## config.mk

```make
export PLATFORM = sky130hd
export DESIGN_NAME = ternary_output_requant
export DESIGN_NICKNAME = d
export VERILOG_FILES = /design/src/rtl/ternary_output_requant.sv
export SDC_FILE = /design/constraint.sdc
export NUM_CORES = 2
export LEC_CHECK = 0
export CAP_MARGIN = 20
export CELL_PAD_IN_SITES_DETAIL_PLACEMENT = 1
export CELL_PAD_IN_SITES_GLOBAL_PLACEMENT = 2
export CORE_MARGIN = 2
export CORE_UTILIZATION = 38
export CTS_CLUSTER_SIZE = 20
export DETAILED_ROUTE_END_ITERATION = 7
export MAX_ROUTING_LAYER = met4
export PLACE_DENSITY_LB_ADDON = 0.3
export SLEW_MARGIN = 40
export SYNTH_ARGS = -nofsm -noshare
export SYNTH_HDL_FRONTEND = slang
export SYNTH_SLANG_ARGS = --single-unit
```

## constraint.sdc

```tcl
create_clock -name clk -period 12.15 [get_ports clk]
set_input_delay 1.8225 -clock clk [delete_from_list [all_inputs] [get_ports clk]]
set_output_delay 1.8225 -clock clk [all_outputs]
set_load 0.02 [all_outputs]
```

## src/rtl/ternary_output_requant.sv

```systemverilog
// Requantizing writeback stage: bias add, round/shift, saturate, optional ReLU, row FIFO to memory.
// Optional ReLU is built only when TERNARY_REQUANT_RELU_EN is defined.
module ternary_requant_lane #(
    parameter int ACC_BITS = 32,
    parameter int ACT_BITS = 16
) (
    input  logic                       clk,
    input  logic                       load,
    input  logic signed [ACC_BITS-1:0] acc,
    input  logic signed [ACC_BITS-1:0] bias,
    input  logic [4:0]                 shift,
    input  logic                       relu,
    output logic signed [ACT_BITS-1:0] act
);
    localparam int W = ACC_BITS + 2;
    localparam logic signed [W-1:0] SAT_MAX = (W'(1) <<< (ACT_BITS - 1)) - W'(1);
    localparam logic signed [W-1:0] SAT_MIN = ~SAT_MAX;

    logic signed [ACC_BITS:0] sum;
    logic signed [W-1:0]      wide, half, rnd;
    logic signed [ACT_BITS-1:0] sat;

    // S1: one extra bit so bias add never wraps; valid tracking lives in the top
    always_ff @(posedge clk)
        if (load) sum <= acc + bias;

    always_comb begin
        wide = {sum[ACC_BITS], sum};
        half = '0;
        if (shift != 5'd0) half = W'(1) << (shift - 5'd1);
        rnd  = (shift == 5'd0) ? wide : (wide + half) >>> shift;
        if (rnd > SAT_MAX)      sat = SAT_MAX[ACT_BITS-1:0];
        else if (rnd < SAT_MIN) sat = SAT_MIN[ACT_BITS-1:0];
        else                    sat = rnd[ACT_BITS-1:0];
    end

`ifdef TERNARY_REQUANT_RELU_EN
    assign act = (relu && sat[ACT_BITS-1]) ? '0 : sat;
`else
    logic unused_relu;
    assign unused_relu = relu;
    assign act = sat;
`endif
endmodule

module ternary_output_requant #(
    parameter int ARRAY_SIZE     = 8,
    parameter int ACC_BITS       = 32,
    parameter int ACT_BITS       = 16,
    parameter int OUT_ADDR_WIDTH = 12,
    parameter int FIFO_DEPTH     = 4
) (
    input  logic                                    clk,
    input  logic                                    rst_n,
    input  logic [4:0]                              cfg_shift,
    input  logic                                    cfg_relu,
    input  logic [ARRAY_SIZE-1:0][ACC_BITS-1:0]     cfg_bias,
    input  logic                                    in_valid,
    output logic                                    in_ready,
    input  logic [OUT_ADDR_WIDTH-1:0]               in_addr,
    input  logic [ARRAY_SIZE-1:0][ACC_BITS-1:0]     in_data,
    output logic                                    mem_wr_valid,
    input  logic                                    mem_wr_ready,
    output logic [OUT_ADDR_WIDTH-1:0]               mem_wr_addr,
    output logic [ARRAY_SIZE-1:0][ACT_BITS-1:0]     mem_wr_data,
    output logic                                    busy,
    output logic                                    overflow,
    input  logic                                    clr_status,
    output logic [15:0]                             rows_written
);
    localparam int PTR_W = $clog2(FIFO_DEPTH);
    localparam int CNT_W = PTR_W + 1;

    typedef struct packed {
        logic [OUT_ADDR_WIDTH-1:0]           addr;
        logic [ARRAY_SIZE-1:0][ACT_BITS-1:0] data;
    } row_t;

    logic                                push, pop, drop;
    logic                                s1_vld;
    logic [OUT_ADDR_WIDTH-1:0]           s1_addr;
    logic [ARRAY_SIZE-1:0][ACT_BITS-1:0] lane_act;
    row_t                                fifo_mem [FIFO_DEPTH];
    row_t                                head;
    logic [PTR_W-1:0]                    wr_ptr, rd_ptr;
    logic [CNT_W-1:0]                    count;

    // Credit counts the S1 row too, so anything accepted always lands in the FIFO
    assign in_ready     = rst_n && ((count + CNT_W'(s1_vld)) < CNT_W'(FIFO_DEPTH));
    assign push         = in_valid & in_ready;
    assign drop         = in_valid & ~in_ready;
    assign mem_wr_valid = (count != '0);
    assign pop          = mem_wr_valid & mem_wr_ready;
    assign head         = fifo_mem[rd_ptr];
    assign mem_wr_addr  = mem_wr_valid ? head.addr : '0;
    assign mem_wr_data  = mem_wr_valid ? head.data : '0;
    assign busy         = s1_vld | mem_wr_valid;

    for (genvar g = 0; g < ARRAY_SIZE; g++) begin : g_lane
        ternary_requant_lane #(.ACC_BITS(ACC_BITS), .ACT_BITS(ACT_BITS)) u_lane (
            .clk   (clk),
            .load  (push),
            .acc   (in_data[g]),
            .bias  (cfg_bias[g]),
            .shift (cfg_shift),
            .relu  (cfg_relu),
            .act   (lane_act[g])
        );
    end

    always_ff @(posedge clk) begin
        if (push) s1_addr <= in_addr;
        if (s1_vld) fifo_mem[wr_ptr] <= '{addr: s1_addr, data: lane_act};
    end

    always_ff @(posedge clk) begin
        if (!rst_n) begin
            s1_vld       <= 1'b0;
            wr_ptr       <= '0;
            rd_ptr       <= '0;
            count        <= '0;
            overflow     <= 1'b0;
            rows_written <= '0;
        end else begin
            s1_vld <= push;
            if (s1_vld) wr_ptr <= wr_ptr + PTR_W'(1);
            if (pop)    rd_ptr <= rd_ptr + PTR_W'(1);
            case ({s1_vld, pop})
                2'b10:   count <= count + CNT_W'(1);
                2'b01:   count <= count - CNT_W'(1);
                default: count <= count;
            endcase
            // drop beats clear; clear beats an increment
            if (drop)            overflow <= 1'b1;
            else if (clr_status) overflow <= 1'b0;
            if (clr_status)      rows_written <= '0;
            else if (pop)        rows_written <= rows_written + 16'd1;
        end
    end
endmodule

```

==> results.yml <==
global_route:
  overflow: 0
  grt_max_degree: 123
  antenna_found_initial: 50
  grt_pass1_wl_mm: 591
  grt_pass1_vias: 79100
  track_usage_pct: 38.9
worst_hold_path:
  hold-path-cell-count: 0
  hp-class: "reg2reg"
sta:
  fin_worst_skew_ns: 0.0597
  report.final.hold_viol_count: 0
  setup_viol: 0
  fin_crit_ns: 9.80
  worst_hold_slack_ns: 0.517
  fin_ws_ns: 2.35
  period_share_pct: 80.7
  maxSlewHeadroom_pct: 32.1
  drv_slew: 0
  tightest_slew_ns: 1.01
  finalSetupTns_ns: 0
  rsz0062_at_grt: "no"
  fmax_ghz: 0.102
clock_network:
  ctsHoldBuffers: 0
  insertion_delay_ns: 0.78
  cts_buffer_depth: 3
  cts_resized: 0
  clk_pin_slew_ns: 0.06
  cts_buffers: 91
  h-tree-depth: 3
  cts_setup_buffers: 0
  cts-root-buf: "clkbuf_16"
  cts_sinks: 863
  cts_tree: "done"
floorplanning:
  die_height_um: 463
  die_area_mm2: 0.214
  initial_core_util_pct: 38.2
  die_w_um: 463
  core_mm2: 0.210
  core.rowCount: 168
  io_pins: 695
critical_path:
  cp.depth: 23
  slowest_stage: "o41a_2"
  path_max_fanout: 63
  path_cells: "clkbuf_8, inv_6, nand2_1, nor2_2, nand2_1, inv_2, buf_4, ha_1, fa_1, a21oi_1, nor4_2, o21ai_1, a21boi_1, o21ai_0, mux2i_1, nand2_1, a21boi_0, o21ai_0, nand2_1, a31oi_1, nand3_1, o41a_2, o21ai_0"
  critPathMostFrequentCell: "nand2_1"
  crit_arrival_ns: 10.24
  crit_path_end_kind: "flop"
  startpoint_type: "primary input"
  critPathKind: "in2reg"
  crit_family: "compound AO/OA/AOI/OAI gates"
  worstPathRequired_ns: 12.59
  reg2reg_depth: 16
  crit_path_max_incr_delay_ns: 0.72
  cp_num_buf_inv: 4
routing:
  dr.pass1.iters: 6
  dr.max_layer_used: "met4"
  wire_per_inst_um: 34.1
  vias: 81000
  via_per_inst: 6.57
  drc_errors: 0
  ant_nets: 0
  wl_met1_mm: 177
  drtIter0Drc: 10200
  wirelength_mm: 421
  dr_wl_met3_mm: 39.0
  wl_met2_mm: 181
placed_design:
  pre_cts_slack_ns: 2.12
  dp_hpwl_mm: 325
  port-buffer-count: 693
  place.gp.congestion: 1.03
layout:
  drive_above_1_share_pct: 9.92
  final_util_pct: 45.0
  syn_to_final_growth_pct: 17.7
  n_fill_cell: 23900
  final_nets: 10500
logic_synthesis:
  syn_area_mm2: 0.0801
  synthArstFlopShare_pct: 0
  ys_seq_area_share_pct: 32.0
  ys_types: 125
  syn_avg_cell_area_um2: 9.02
  syn_inst: 8877
  ys_ff_latch: 863
  synth-edff-count: 836
  synth_ff_type: "edfxtp_1"
  yosysWarnings: 0
pwr:
  max-vdd-ir-drop_mv: 0.243
  p_leak_nw: 35.6
  power_density_mw_per_mm2: 131
  total_power_w: 0.0123
outcome:
  status: "complete, no violations"
run:
  maxCapViolCount: 0
[kinds of logic after synthesis]
kind of cell,count (synthesis),share of synthesized area (%)
simple gates,2771,16.8
mux,465,8.84
fa+ha+maj,525,8.34
buf+inv,769,3.70
compound gates,3048,25.5
flops,863,32.0
other cells,1,0.00468
xor+xnor,435,4.76
[layer usage]
layer | GRT usage, % | vias to the layer above
li1 | - | 35300
met1 | 51.5 | 40900
met2 | 56.6 | 4054
met3 | 7.40 | 791
met4 | 19.3 | 0
met5 | - | -
[cells in the mapped netlist, types with 209 or more instances]
| cell type | number | area (um2) |
|---|---|---|
| nand2_1 | 779 | 2920 |
| nand3_1 | 209 | 1050 |
| ha_1 | 502 | 6280 |
| and2_1 | 212 | 1330 |
| nor2_1 | 720 | 2700 |
| edfxtp_1 | 836 | 25100 |
| xnor2_1 | 289 | 2530 |
| a21oi_1 | 763 | 3820 |
| inv_1 | 222 | 833 |
| o21ai_0 | 525 | 2630 |
| clkbuf_1 | 416 | 1560 |
| a21o_1 | 241 | 1810 |
[area by class of cell]
cell class | instances | area (um2) | share of cell area, %
multi-input combinational | 7252 | 51900 | 55.0
sequential | 863 | 25700 | 27.2
timing repair buffer | 980 | 9320 | 9.89
tap | 2805 | 3510 | 3.72
clock buffer | 102 | 2340 | 2.48
inverter | 224 | 863 | 0.916
clock inverter | 65 | 641 | 0.679
antenna | 34 | 85.1 | 0.0902
[registers in the layout (all words and copies together) (netlist names), named ones only]
name               cells
s1_vld                 1
count                  3
rows_written          16
wr_ptr                 2
s1_addr               12
fifo_mem             560
rd_ptr                 2
g_lane.u_lane.sum    264
overflow               1
[per-stage QoR]
step	area (um2)	std cells
after floorplan	80100	8884
after global placement	90900	12100
after detailed placement	91100	12100
after CTS	94100	12300
after global routing	94200	12300
final	94300	12300
[final timing paths]
| kind | from | slack (ns) | end |
|---|---|---|---|
| hold / removal | s1_addr[2] | 0.52 | fifo_mem[0][130] |
| hold reg to reg | s1_addr[2] | 0.52 | fifo_mem[0][130] |
| setup / recovery | cfg_shift[2] | 2.35 | fifo_mem[3][1] |
| setup reg to reg | g_lane[0].u_lane.sum[6] | 5.37 | fifo_mem[3][1] |
[where the power goes]
part           leakage, nW  internal [W]  switching [W]
logic                 26.3       0.00217        0.00343
registers             7.82       0.00362       0.000250
clock network         1.45       0.00157        0.00127
total                 35.6       0.00736        0.00495
[placed cells by master, fill, tap and decap left out, types with 52 or more instances in the layout]
cell type          n
o21bai_1          55
o211ai_1         148
and2_1           208
mux2_2            79
nand3_1          209
nor2b_1           56
ha_1             502
xnor2_1          289
a31oi_1           91
inv_1            214
nand2b_1          82
and3_1           111
or3_1             62
clkdlybuf4s50_1  688
edfxtp_1         836
o22ai_1           87
mux4_2           186
xor2_1           145
o221ai_1          55
o31ai_1           73
nor3_1           203
a211oi_1         172
nand2_1          765
clkbuf_16         92
mux2i_1          200
o21ai_1           78
nand4_1          100
o21a_1           103
a21oi_1          760
o21ai_0          518
buf_4            266
a221oi_1          52
nor2_1           685
a21o_1           241
No activity file was read; power rests on OpenSTA's default activity.
